<file path="config.mk">
export PLATFORM = sky130hd
export DESIGN_NAME = uart_rx
export DESIGN_NICKNAME = d
export VERILOG_FILES = /design/src/rtl/uart_rx.sv
export SDC_FILE = /design/constraint.sdc
export NUM_CORES = 1
export LEC_CHECK = 0
export CAP_MARGIN = 20
export CELL_PAD_IN_SITES_DETAIL_PLACEMENT = 2
export CELL_PAD_IN_SITES_GLOBAL_PLACEMENT = 2
export CORE_MARGIN = 2
export CORE_UTILIZATION = 36
export DETAILED_ROUTE_END_ITERATION = 16
export GPL_ROUTABILITY_DRIVEN = 0
export PLACE_DENSITY_LB_ADDON = 0.12
export SLEW_MARGIN = 10
export SYNTH_ARGS = -nofsm -noshare
export SYNTH_HDL_FRONTEND = slang
export SYNTH_SLANG_ARGS = --single-unit
</file>
<file path="constraint.sdc">
create_clock -name sys_clk -period 1.9 [get_ports sys_clk]
set_clock_uncertainty 0.15 [all_clocks]
set_input_delay 0.285 -clock sys_clk [delete_from_list [all_inputs] [get_ports sys_clk]]
set_output_delay 0.285 -clock sys_clk [all_outputs]
set_load 0.005 [all_outputs]
</file>
<file path="src/rtl/uart_rx.sv">
// 8N1 UART receiver: synchronises rx, samples each bit at its centre and
// strobes po_flag with the received byte or frame_err on a bad stop bit.
`timescale 1ns/1ps
module uart_rx #(
    parameter int UART_BPS = 9600,
    parameter int CLK_FREQ = 50_000_000
) (
    input  logic       sys_clk,
    input  logic       sys_rst_n,
    input  logic       rx,
    output logic [7:0] po_data,
    output logic       po_flag,
    output logic       frame_err,
    output logic       rx_busy
);

    localparam int          BAUD_CNT_MAX = CLK_FREQ / UART_BPS;
    localparam logic [15:0] CNT_LAST     = 16'(BAUD_CNT_MAX - 1);
    localparam logic [15:0] CNT_MID      = 16'(BAUD_CNT_MAX / 2);

    typedef enum logic [1:0] {
        IDLE  = 2'd0,
        START = 2'd1,
        DATA  = 2'd2,
        STOP  = 2'd3
    } state_t;

    state_t      state_r;
    state_t      state_nxt_s;
    logic        rx_meta_r;
    logic        rx_sync_r;
    logic        rx_dly_r;
    logic [15:0] baud_cnt_r;
    logic [2:0]  bit_cnt_r;
    logic [7:0]  shift_r;
    logic [7:0]  po_data_r;
    logic        po_flag_r;
    logic        frame_err_r;
    logic        fall_s;
    logic        sample_en_s;
    logic        flag_nxt_s;
    logic        err_nxt_s;
    logic        busy_s;

    // Synchroniser and edge-detect flops reset high so reset release looks like idle line.
    always_ff @(posedge sys_clk or negedge sys_rst_n) begin
        if (!sys_rst_n) begin
            rx_meta_r <= 1'b1;
            rx_sync_r <= 1'b1;
            rx_dly_r  <= 1'b1;
        end else begin
            rx_meta_r <= rx;
            rx_sync_r <= rx_meta_r;
            rx_dly_r  <= rx_sync_r;
        end
    end

    assign fall_s      = rx_dly_r & ~rx_sync_r;
    assign sample_en_s = (state_r != IDLE) && (baud_cnt_r == CNT_MID);

    // State register.
    always_ff @(posedge sys_clk or negedge sys_rst_n) begin
        if (!sys_rst_n) begin
            state_r <= IDLE;
        end else begin
            state_r <= state_nxt_s;
        end
    end

    // Next-state logic; STOP exits at the stop-bit centre to leave margin for the next start.
    always_comb begin
        state_nxt_s = state_r;
        case (state_r)
            IDLE: begin
                if (fall_s) state_nxt_s = START;
                else        state_nxt_s = IDLE;
            end
            START: begin
                if (sample_en_s) state_nxt_s = rx_sync_r ? IDLE : DATA;
                else             state_nxt_s = START;
            end
            DATA: begin
                if (sample_en_s && (bit_cnt_r == 3'd7)) state_nxt_s = STOP;
                else                                    state_nxt_s = DATA;
            end
            STOP: begin
                if (sample_en_s) state_nxt_s = IDLE;
                else             state_nxt_s = STOP;
            end
            default: state_nxt_s = IDLE;
        endcase
    end

    // Output decode: strobe requests for the next cycle and busy from state.
    always_comb begin
        flag_nxt_s = 1'b0;
        err_nxt_s  = 1'b0;
        busy_s     = (state_r != IDLE);
        if ((state_r == STOP) && sample_en_s) begin
            flag_nxt_s = rx_sync_r;
            err_nxt_s  = ~rx_sync_r;
        end else begin
            flag_nxt_s = 1'b0;
            err_nxt_s  = 1'b0;
        end
    end

    // Bit timing, data shifting and registered outputs.
    always_ff @(posedge sys_clk or negedge sys_rst_n) begin
        if (!sys_rst_n) begin
            baud_cnt_r  <= 16'd0;
            bit_cnt_r   <= 3'd0;
            shift_r     <= 8'h00;
            po_data_r   <= 8'h00;
            po_flag_r   <= 1'b0;
            frame_err_r <= 1'b0;
        end else begin
            if ((state_r == IDLE) || (baud_cnt_r == CNT_LAST)) begin
                baud_cnt_r <= 16'd0;
            end else begin
                baud_cnt_r <= baud_cnt_r + 16'd1;
            end
            if ((state_r == START) && sample_en_s) begin
                bit_cnt_r <= 3'd0;
            end else if ((state_r == DATA) && sample_en_s) begin
                bit_cnt_r <= bit_cnt_r + 3'd1;
                shift_r   <= {rx_sync_r, shift_r[7:1]};
            end
            if (flag_nxt_s) begin
                po_data_r <= shift_r;
            end
            po_flag_r   <= flag_nxt_s;
            frame_err_r <= err_nxt_s;
        end
    end

    assign po_data   = po_data_r;
    assign po_flag   = po_flag_r;
    assign frame_err = frame_err_r;
    assign rx_busy   = busy_s;

endmodule

</file>
After elaboration in Yosys (flattened, before gate mapping)
Index checks and enable logic that the tools add are counted.
{"block": "op_classes", "add_sub_neg": 2, "eq_ne": 6, "mux": 11, "n_bitwise": 3, "n_reduce_logical": 10}
{"op": "16-bit by 1-bit adder with 16-bit output, second input constant", "count": 1}
{"op": "16-bit by 12-bit == test with 1-bit output, second input constant", "count": 1}
{"op": "16-bit by 13-bit == test with 1-bit output, second input constant", "count": 1}
{"op": "16-bit 2-to-1 mux", "count": 1}
{"op": "2-bit one-hot mux with 4 select lines", "count": 1}
{"op": "2-bit 2-to-1 mux", "count": 3}
{"op": "3-bit 2-to-1 mux", "count": 2}
{"op": "1-bit logical AND", "count": 5}
{"op": "2-bit == test, second input constant", "count": 2}
{"op": "1-bit 2-to-1 mux", "count": 4}
{"op": "2-bit nonzero test", "count": 2}
{"op": "3-bit by 1-bit adder with 3-bit output, second input constant", "count": 1}
{"op": "3-bit == test, second input constant", "count": 1}
{"op": "2-bit by 1-bit == test with 1-bit output, second input constant", "count": 1}
{"op": "2-bit logical NOT", "count": 1}
{"op": "1-bit inverter", "count": 2}
{"op": "2-bit AND reduction", "count": 1}
{"op": "1-bit bitwise AND", "count": 1}
{"op": "1-bit logical OR", "count": 1}
{"block": "totals", "regBits": 42, "input_bits": 3, "out_inout_bits": 11, "elab_cells": 42}

Depth between registers and ports, before layout
Gate-level depths: netlist of run 1.
{"block": "depth", "ltp_word": 5, "mapped_depth": 8, "mapped_depth_nobuf": 6}

Worst setup path after synthesis of run 1
OpenSTA, ideal clock, no wires.
{"block": "synth_timing", "path_kind": "reg2reg", "from": "reg baud_cnt_r[0]", "to": "reg po_data_r[0], in the netlist po_data[0]", "setup_ns": 0.125, "t_arrival_ns": 1.737, "t_required_ns": 1.625, "slack_ns": -0.112, "path_stages_with_launch": 9, "path_buffers": 2, "synth_period_minus_slack_ns": 2.012, "cell_sequence": "dfrtp_1 > inv_1 > ha_1 > nor4b_2 > and4_1 > buf_6 > and4_4 > buf_8 > mux2_4"}
{"block": "synth_between", "elab_chain_len": 4}
{"item": "start: declaration", "line_no": "33", "source": "logic [15:0] baud_cnt_r;"}
{"item": "start signal: assignment", "line_no": "121", "source": "baud_cnt_r <= baud_cnt_r + 16'd1;"}
{"item": "16-bit by 12-bit == test with 1-bit output", "line_no": "59", "source": "assign sample_en_s = (state_r != IDLE) && (baud_cnt_r == CNT_MID);"}
{"item": "1-bit logical AND", "line_no": "59"}
{"item": "1-bit logical AND", "line_no": "99", "source": "if ((state_r == STOP) && sample_en_s) begin"}
{"item": "1-bit 2-to-1 mux", "line_no": "99"}
{"item": "end signal: assignment", "line_no": "130", "source": "po_data_r <= shift_r;"}
{"item": "end: declaration", "line_no": "36", "source": "logic [7:0] po_data_r;"}
Every way passes these cells.
A chain may end at the register's enable or synchronous reset.

Worst setup path in the final report of run 1
{"block": "layout_timing", "from": "reg baud_cnt_r[1]", "to": "reg shift_r[4]"}
{"block": "layout_between", "elab_chain_len": 5, "elab_cells_between_ends": 6, "cone_classes": "1 x eq/ne; 1 x bitwise; 4 x reduce/logical"}
{"item": "16-bit by 12-bit == test with 1-bit output (*)", "line_no": "59"}
{"item": "1-bit logical AND (*)", "line_no": "59"}
{"item": "1-bit logical AND", "line_no": "123", "source": "if ((state_r == START) && sample_en_s) begin"}
{"item": "1-bit inverter (no source line)"}
{"item": "2-bit AND reduction (no source line) (*)"}
{"item": "end signal: assignment", "line_no": "127", "source": "shift_r <= {rx_sync_r, shift_r[7:1]};"}
{"item": "end: declaration", "line_no": "35", "source": "logic [7:0] shift_r;"}
Every way passes the cells marked *; elsewhere a longest branch is shown, timed or not.

==> metrics.txt, run 1 <==
number of nets in the synthesized netlist=172; kind of capture point of the worst setup path=flop; fin crit share=1.03; minimum clock period=1970 ps; Core Region=5410 um2; number of routed nets with antenna violations=0; floorplan die area=6130 um2; area of combinational cells with multiple inputs=876 um2; share of flip-flops with an asynchronous set or reset after synthesis=1.00; result of the run=finished with violations; CTS buffer count=5; static leakage=1.15 nW; slew of the pin with the lowest slew margin=533 ps; register bit total from synthesis=42; sequential cell area fraction in the yosys report=0.531; Power Dens Cells=835 nW/um2; CTS HTree Levels=2; Critical Path Source=baud_cnt_r[1]; flip-flop and latch area=1050 um2; cell row count=27; xor/xnor share of the synthesized area=0.0573; Slowest cell on crit path=sky130_fd_sc_hd__dfrtp_1; share of synthesized cell area in full adder, half adder and majority cells=0.0252; delay-heaviest family, CP=simple AND/OR/NAND/NOR gates; antenna violations before repair=0; Max Fanout on Critical Path=8; sum of net half-perimeters after detailed placement=3410 um; global-route wire length before repair=8000 um; total global routing track utilization=0.169; master cell of the clock root buffer=sky130_fd_sc_hd__clkbuf_8; CP arrival=1990 ps; final routed DRC violation total=0; number of I/O pins=14; setup TNS=-926 ps; number of antenna repair diodes=0; largest net degree at the start of global routing=43; most common cell after layout, fill and taps aside=sky130_fd_sc_hd__dfrtp_1; worst-skew pair later-pin latency=290 ps; Max Transition Viols Final=0; overall via count from detail_route=1,406; non-filler cells, final=283; number of distinct library cell variants in the gate-level netlist after synthesis=37; predominant post-synthesis flop cell=sky130_fd_sc_hd__dfrtp_1; summed instance area of the synthesized netlist=1990 um2; width of the die=78.3 um; Hold Crit Class=flop to flop; total instance count after detailed placement=271; final standard cell utilization of the core=0.466; clock-pin slew of the registers on the worst-case setup and hold paths=80 ps; failing checks=setup timing; worst hold slack=211 ps; average wire per cell in the routed design=16.6 um; RR Startpoint=baud_cnt_r[1]; critical path, cell by cell=inv_2 -> ha_4 -> nor4b_4 -> and4_4 -> and3b_2 -> buf_12 -> mux2_4; category of the most critical setup path=flop to flop; hold wc startpoint=rx_meta_r; normalized max-slew margin=0.645; share of post-route cells with drive strength above 1=0.332; detailed-route wire length=4690 um; vias in the first global route=1,647; Max rail drop VDD=0.337 mV; leading cell types in the layout, fill and taps excluded=sky130_fd_sc_hd__dfrtp_1, sky130_fd_sc_hd__buf_4, sky130_fd_sc_hd__nor2_1, sky130_fd_sc_hd__mux2_4, sky130_fd_sc_hd__clkdlybuf4s50_1; maximum number of buffers from clock root to sink=2; sum of buffers and inverters on the critical path=2; y dimension of the die=78.3 um; RSZ-0062 raised after global routing=true; remaining global-route overflow=0; portion of netlist area occupied by mux cells=0.127; clk sink count=42; hold violation count in the final report=0; synthesis-to-finish area growth=27.0%; crit path launch type=flop; maximum operating frequency=0.509 GHz; nets@finish=217; router iterations before antenna repair=4; per-cell via count in the routed design=4.97; initial detailed-routing violation count=18; TritonCTS clock tree=done; number of violations of the max-capacitance limit=0; Post-synth EDFFs=0; Port Buffers=13; average cell area after synthesis=12.0 um2; Worst Slack Setup Final=-66.5 ps; biggest cell delay along the critical path=400 ps; Initial Utilization=0.367; basic-gate share of the synthesized area counting and, or, nand and nor cells=0.187; count of final setup violators=16; share of the synthesized area in compound gates (AO/OA/AOI/OAI)=0.0309; dominant combinational cell family by area after synthesis=simple AND/OR/NAND/NOR gates; count of yosys warnings during synthesis=0; Fillers=568; cell count after synthesis=165; worst path required time=1930 ps; total power consumption of the routed design=0.00211 W
-- cells in the mapped netlist, types with 2 or more instances --
| master | count | area (um2) |
|---|---|---|
| sky130_fd_sc_hd__nor2_1 | 22 | 82.6 |
| sky130_fd_sc_hd__a221o_1 | 3 | 30.0 |
| sky130_fd_sc_hd__nor3_1 | 4 | 20.0 |
| sky130_fd_sc_hd__nor3b_1 | 2 | 15.0 |
| sky130_fd_sc_hd__clkbuf_1 | 2 | 7.51 |
| sky130_fd_sc_hd__nor4bb_1 | 2 | 20.0 |
| sky130_fd_sc_hd__mux2_4 | 16 | 240 |
| sky130_fd_sc_hd__a21oi_1 | 2 | 10.0 |
| sky130_fd_sc_hd__buf_6 | 2 | 22.5 |
| sky130_fd_sc_hd__nand3_1 | 7 | 35.0 |
| sky130_fd_sc_hd__inv_1 | 6 | 22.5 |
| sky130_fd_sc_hd__xor2_1 | 4 | 35.0 |
| sky130_fd_sc_hd__nand4_1 | 5 | 31.3 |
| sky130_fd_sc_hd__nand2_1 | 8 | 30.0 |
| sky130_fd_sc_hd__buf_2 | 2 | 10.0 |
| sky130_fd_sc_hd__ha_1 | 4 | 50.1 |
| sky130_fd_sc_hd__and3_1 | 4 | 25.0 |
| sky130_fd_sc_hd__dfstp_2 | 3 | 78.8 |
| sky130_fd_sc_hd__nor4_1 | 3 | 18.8 |
| sky130_fd_sc_hd__dfrtp_1 | 39 | 976 |
| sky130_fd_sc_hd__xnor2_1 | 9 | 78.8 |
-- power by group --
| group | internal [W] | switching (W) | leakage [nW] |
|---|---|---|---|
| sequential | 0.000967 | 0.0000380 | 0.558 |
| combinational | 0.000254 | 0.000256 | 0.547 |
| clock | 0.000293 | 0.000297 | 0.0482 |
| total | 0.00151 | 0.000591 | 1.15 |
-- layout make-up --
type,instances,share of cell area
Clock buffer,7,0.0342
Clock inverter,1,0.00199
Inverter,6,0.00893
Multi-Input combinational cell,109,0.347
Sequential cell,42,0.418
Tap cell,72,0.0357
Timing Repair Buffer,46,0.153
-- kinds of logic (layout without fill, tap and decap cells) --
group | after synthesis | count (layout)
xor gates and xnor gates | 13 | 13
buffers and inverters | 14 | 60
DFF | 42 | 42
and+or+nand+nor | 67 | 67
muxes | 17 | 17
adders and majority gates | 4 | 4
AOI/OAI and AO/OA | 8 | 8
-- layer usage --
metal | track usage | routed length (um)
met5 | 0 | 0
met3 | 0.0287 | 101
met1 | 0.193 | 1970
met2 | 0.316 | 2550
met4 | 0.0579 | 70
-- through the flow --
| stage | area (um2) | worst slack (ps) |
|---|---|---|
| detailed placement | 2380 | -86.6 |
| CTS | 2500 | -72.2 |
| finish | 2520 | -66.5 |
| global route | 2520 | -152 |
| global placement | 2380 | 1.45 |
| floorplan | 1990 | -76.3 |
-- state kept, by name (all words and copies together), names as in the netlist, 2 cells and up --
signal	count
state_r	2
baud_cnt_r	16
bit_cnt_r	3
shift_r	8
po_data	8
-- what timing repair did --
action,4_1_cts,5_1_grt
buffers inserted,2,1
hold buffers,1,0
endpoints found under the setup margin,19,22
endpoints found under the hold margin,39,0
pin swaps,1,3
resized for setup,2,6
-- path summary, 6_finish.rpt --
check                             endpoint  slack (ps)  depth (start not counted)
worst max-delay path            shift_r[4]         -70                          7
worst min register to register   rx_sync_r         210                          0
min in group asynchronous       po_data[1]         460                          3
worst max register to register  shift_r[4]         -70                          7
max in group asynchronous         rx_dly_r         770                          3
worst min-delay path             rx_sync_r         210                          0
No activity file was read; power rests on OpenSTA's default activity.
==> inputs of run 2 (changes only) <==
Settings changed: CORE_UTILIZATION 36 to 38, DONT_BUFFER_PORTS set to 1.
==> run 2 against run 1 <==
Sequential share of layout area rose by 1.2 points. Maximum frequency fell by 3.9%. Critical path depth shrank 1. The flow still finishes with violations (setup timing). Flip-flop and latch count stayed put. Final cell count is 5.7% lower. Register-to-register slack worse by 80 ps. Total power up 5.0%. Combinational power barely moved. Critical path type unchanged.
==> metrics.txt, run 2 (synthesis gave the netlist of run 1 again) <==
clk sink count=42 (unchanged); nets@finish=203 (-6.5%); width of the die=76.3 um (-2.5%); final standard cell area without fillers=2450 um2 (-2.7%); register bank with the most flops=baud_cnt_r; kind of capture point of the worst setup path=flop; Max Transition Viols Final=0 (unchanged); clock-pin slew of the registers on the worst-case setup and hold paths=80 ps (about the same); slew of the pin with the lowest slew margin=372 ps (-161 ps); master cell of the clock root buffer=sky130_fd_sc_hd__clkbuf_8; average wire per cell in the routed design=17.9 um (+8.1%); Critical Path Source=baud_cnt_r[1]; Worst Slack Setup Final=-147 ps (-80.2 ps); global routing met3 resource utilization=0.0379 (+0.00918); Max Fanout on Critical Path=8 (unchanged); leading cell types in the layout, fill and taps excluded=sky130_fd_sc_hd__dfrtp_1, sky130_fd_sc_hd__buf_4, sky130_fd_sc_hd__nor2_1, sky130_fd_sc_hd__mux2_4, sky130_fd_sc_hd__xnor2_1; RSZ-0062 raised after global routing=true; vias in the first global route=1,586 (-3.7%); Max rail drop VDD=0.399 mV (+18%); global-route wire length before repair=8250 um (+3.0%); number of routed nets with antenna violations=0 (unchanged); worst path required time=1930 ps (about the same); normalized max-slew margin=0.749 (+0.104); worst-skew pair later-pin latency=290 ps (about the same); Power Dens Cells=902 nW/um2 (+8.0%); CP arrival=2080 ps (+90 ps); y dimension of the die=76.3 um (-2.5%); number of I/O pins=14 (unchanged); CTS buffer count=5 (unchanged); detailed-route wire length=4790 um (+2.0%); final routed DRC violation total=0 (unchanged); Core Region=5070 um2 (-6.1%); remaining global-route overflow=0 (unchanged); count of final setup violators=18 (+2); share of post-route cells with drive strength above 1=0.371 (+0.0388); static leakage=1.12 nW (-3.1%); CTS HTree Levels=2 (unchanged); grt met2 use=0.312 (-0.00399); result of the run=finished with violations; Initial Utilization=0.391 (+0.0239); failing checks=setup timing; worst hold slack=209 ps (-2.46 ps); final standard cell utilization of the core=0.483 (+0.0168); number of antenna repair diodes=0 (unchanged); total global routing track utilization=0.182 (+0.0126); number of flip-flops under the largest register name=16 (unchanged); Port Buffers=0 (-13); synthesis-to-finish area growth=23.5%; overall via count from detail_route=1,382 (-1.7%); most common cell after layout, fill and taps aside=sky130_fd_sc_hd__dfrtp_1; Fillers=517 (-9.0%); sum of net half-perimeters after detailed placement=3340 um (-2.3%); per-cell via count in the routed design=5.18 (+4.2%); initial detailed-routing violation count=55 (+37); met1 Track Usage GR=0.217 (+0.0239); minimum clock period=2050 ps (+80.2 ps); Hold Crit Class=flop to flop; hold violation count in the final report=0 (unchanged); fin crit share=1.08 (+0.0422); number of violations of the max-capacitance limit=0 (unchanged); TritonCTS clock tree=done; RR Startpoint=baud_cnt_r[1]; antenna violations before repair=0 (unchanged); hold wc startpoint=rx_meta_r; area post-placement=2210 um2 (-6.9%); floorplan die area=5820 um2 (-5.0%); cell row count=26 (-3.7%); Top Usage Layer GRT=met2; router iterations before antenna repair=4 (unchanged); maximum number of buffers from clock root to sink=2 (unchanged); largest net degree at the start of global routing=43 (unchanged); category of the most critical setup path=flop to flop; maximum operating frequency=0.489 GHz (-3.9%); crit path launch type=flop
==> run 2: changes by cell type in the layout (fill, tap and decap cells not counted), moves of 2 or more <==
cell,previous run,this run
sky130_fd_sc_hd__inv_1,4,6
sky130_fd_sc_hd__nor3_2,0,2
sky130_fd_sc_hd__clkdlybuf4s50_1,11,0
sky130_fd_sc_hd__buf_6,0,3
sky130_fd_sc_hd__nor3_1,4,2
sky130_fd_sc_hd__buf_4,31,25
sky130_fd_sc_hd__inv_2,2,0
sky130_fd_sc_hd__nor2_1,22,20
sky130_fd_sc_hd__nor2_2,0,2
==> run 2: what timing repair did <==
item                                    4_1_cts  5_1_grt
pin swaps                                     2        3
endpoints found under the hold margin        43        0
resized for setup                             5       10
endpoints found under the setup margin       20       22
setup buffers                                 3        2
hold buffers                                  3        0
==> run 2: cell type report <==
cell class | instances | area (um2) | share of cell area
Inverter | 6 | 22.5 | 0.00918
Timing Repair Buffer | 32 | 282 | 0.115
Tap cell | 70 | 87.6 | 0.0357
Clock buffer | 6 | 72.6 | 0.0296
Multi-Input combinational cell | 109 | 895 | 0.365
Clock inverter | 2 | 37.5 | 0.0153
Sequential cell | 42 | 1060 | 0.431
==> run 2: power breakdown <==
| group | switching (W) | leakage [nW] | internal [W] | total, W |
|---|---|---|---|---|
| registers | 0.0000366 | 0.557 | 0.000967 | 0.00100 |
| clock network | 0.000304 | 0.0514 | 0.000392 | 0.000696 |
| logic | 0.000254 | 0.509 | 0.000258 | 0.000512 |
==> run 2: worst paths after layout <==
check	to	slack, ps	cells after the start
setup / recovery	po_data[3]	-150	6
hold / removal	rx_sync_r	210	0
setup reg to reg	po_data[3]	-150	6
hold reg to reg	rx_sync_r	210	0
max in group asynchronous	rx_sync_r	1040	2
min in group asynchronous	shift_r[5]	300	2
==> run 2: metal layers <==
| metal | vias up | share of wire |
|---|---|---|
| met5 | - | 0 |
| met4 | 0 | 0.032 |
| met3 | 13 | 0.025 |
| met2 | 22 | 0.52 |
| met1 | 713 | 0.42 |
| li1 | 634 | - |
==> run 2: critical path, stage by stage, from the launching register on <==
cell and delay, ps:
sky130_fd_sc_hd__dfrtp_1 390, sky130_fd_sc_hd__inv_1 70, sky130_fd_sc_hd__ha_1 150, sky130_fd_sc_hd__nor4b_4 230, sky130_fd_sc_hd__and4_4 290, sky130_fd_sc_hd__and4_4 330
sky130_fd_sc_hd__mux2_4 320
==> run 2: per-stage QoR <==
step | power (W) | setup slack (ps) | TNS, ps | instances
finish | 0.00221 | -147 | -2260 | 267
global route | 0.00235 | -226 | -3990 | 267
CTS | 0.00223 | -87.7 | -1150 | 265
detailed placement | 0.00146 | -125 | -1990 | 251
global placement | 0.00144 | -28.5 | -368 | 251
floorplan | 0.00125 | -76.3 | -1030 | 165
==> inputs of run 3 (changes only) <==
Settings changed: CTS_CLUSTER_SIZE set to 16, RECOVER_POWER set to 25.
==> run 3 against run 2 <==
Cell area shrank 0.61%. The flow still finishes with violations (setup timing). Count of clock-buffer cells in the layout is the same. Core utilization is 0.30 points lower. First-iteration DRC count grew 15%. Final cell count did not move. Critical path depth unchanged. Sequential power about the same. Combinational power decreased by 0.8%. Critical path type unchanged. Register-to-register slack about the same.
==> metrics.txt, run 3 (synthesis gave the netlist of run 1 again) <==
total global routing track utilization=0.182 (unchanged); Port Buffers=0 (unchanged); clock-pin slew of the registers on the worst-case setup and hold paths=80 ps (about the same); share of post-route cells with drive strength above 1=0.371 (unchanged); y dimension of the die=76.3 um (unchanged); maximum operating frequency=0.488 GHz (-0.12%); number of antenna repair diodes=0 (unchanged); overall via count from detail_route=1,380 (-0.14%); antenna violations before repair=0 (unchanged); initial detailed-routing violation count=63 (+15%); number of routed nets with antenna violations=0 (unchanged); total power consumption of the routed design=0.00221 W (about the same); critical path, cell by cell=inv_1 -> ha_1 -> nor4b_4 -> and4_4 -> and4_4 -> mux2_4; synthesis-to-finish area growth=22.7%; CTS HTree Levels=2 (unchanged); global-route wire length before repair=8250 um (unchanged); count of final setup violators=18 (unchanged); worst-skew pair later-pin latency=300 ps (about the same); fin crit share=1.08 (+0.00128); biggest cell delay along the critical path=390 ps (about the same); CTS buffer count=5 (unchanged); clk sink count=42 (unchanged); maximum number of buffers from clock root to sink=2 (unchanged); most frequent cell on the critical path=sky130_fd_sc_hd__and4_4; crit path launch type=flop; floorplan die area=5820 um2 (unchanged); master cell of the clock root buffer=sky130_fd_sc_hd__clkbuf_8; Core Region=5070 um2 (unchanged); flip-flop and latch area=1060 um2 (unchanged); cell row count=26 (unchanged); per-cell via count in the routed design=5.17 (-0.14%); nets@finish=203 (unchanged); Max Fanout on Critical Path=8 (unchanged); router iterations before antenna repair=4 (unchanged); Slowest cell on crit path=sky130_fd_sc_hd__dfrtp_1; sum of net half-perimeters after detailed placement=3340 um (unchanged); number of I/O pins=14 (unchanged); RSZ-0062 raised after global routing=true; Power Dens Cells=908 nW/um2 (+0.64%); register bank with the most flops=baud_cnt_r; result of the run=finished with violations; area of combinational cells with multiple inputs=895 um2 (unchanged); number of flip-flops under the largest register name=16 (unchanged); final routed DRC violation total=0 (unchanged); Max rail drop VDD=0.400 mV (+0.31%); area post-placement=2210 um2 (unchanged); average wire per cell in the routed design=17.9 um (+0.15%); setup TNS=-2280 ps (-22.7 ps); width of the die=76.3 um (unchanged); most common cell after layout, fill and taps aside=sky130_fd_sc_hd__dfrtp_1; Max Transition Viols Final=0 (unchanged); kind of capture point of the worst setup path=flop; remaining global-route overflow=0 (unchanged); number of violations of the max-capacitance limit=0 (unchanged); vias in the first global route=1,586 (unchanged); minimum clock period=2050 ps (+2.43 ps); category of the most critical setup path=flop to flop; normalized max-slew margin=0.309 (-0.440); worst path required time=1930 ps (about the same); Initial Utilization=0.391 (unchanged); detailed-route wire length=4790 um (+0.15%); TritonCTS clock tree=done; Worst Slack Setup Final=-149 ps (-2.43 ps); Hold Crit Class=flop to flop; Fillers=519 (+0.39%); leading cell types in the layout, fill and taps excluded=sky130_fd_sc_hd__dfrtp_1, sky130_fd_sc_hd__buf_4, sky130_fd_sc_hd__nor2_1, sky130_fd_sc_hd__mux2_4, sky130_fd_sc_hd__xnor2_1; largest net degree at the start of global routing=43 (unchanged); slew of the pin with the lowest slew margin=1040 ps (+664 ps); final standard cell area without fillers=2440 um2 (-0.61%); CP arrival=2080 ps (about the same); hold violation count in the final report=0 (unchanged); failing checks=setup timing; static leakage=1.11 nW (-0.47%)
## run 3: cell count changes in the layout (fill, tap and decap cells not counted)
cell / delta
sky130_fd_sc_hd__clkbuf_2: +1
sky130_fd_sc_hd__buf_12: -1
## run 3: worst paths after layout
kind                       slack, ps     startpoint  cells past startpoint              to
hold reg to reg                  210      rx_meta_r                      0       rx_sync_r
setup / recovery                -150  baud_cnt_r[1]                      6      po_data[3]
hold / removal                   210      rx_meta_r                      0       rx_sync_r
min in group asynchronous        560      sys_rst_n                      2      shift_r[7]
max in group asynchronous        340      sys_rst_n                      2  baud_cnt_r[12]
setup reg to reg                -150  baud_cnt_r[1]                      6      po_data[3]
## run 3: timing repair
action | 4_1_cts | 5_1_grt
pin swaps | 2 | 3
endpoints found under the setup margin | 20 | 22
hold endpoints to repair | 43 | 0
hold buffers | 3 | 0
buffers inserted | 3 | 2
resized for setup | 5 | 10
## run 3: where the power goes
part	switching, W	leakage, nW	internal, W
sequential	0.0000362	0.557	0.000967
combinational	0.000253	0.504	0.000255
clock	0.000309	0.0514	0.000392
total	0.000599	1.11	0.00161
## run 3: critical path: cells and delay by family, from the launching register on
kind,cells,cell delay (ps)
muxes,1,320
adders and majority gates,1,150
buffers and inverters,1,70
DFF,1,390
and+or+nand+nor,3,850
## run 3: stage by stage
stage	std cells	util	setup slack, ps	hold WS [ps]
after floorplan	165	-	-76.3	-161
after global placement	251	0.436	-28.5	-160
after detailed placement	251	0.436	-125	-160
after CTS	265	0.473	-87.7	209
after global routing	267	0.480	-226	218
final	267	0.480	-149	210
## run 3: area by class of cell
cell class | count | share of cell area
clock buffers | 6 | 0.0298
inverters | 6 | 0.00924
well taps | 70 | 0.0359
repair buffers | 32 | 0.109
flip-flops and latches | 42 | 0.433
clock inverters | 2 | 0.0154
multi-input cells | 109 | 0.367
## run 3: metal layers
layer,global-route usage,vias to the layer above,share of wire,wire length (um)
met5,0,-,0,0
met4,0.0855,0,0.032,152
met3,0.0379,13,0.025,119
met2,0.312,22,0.52,2510
met1,0.217,710,0.42,2010
li1,-,635,-,-
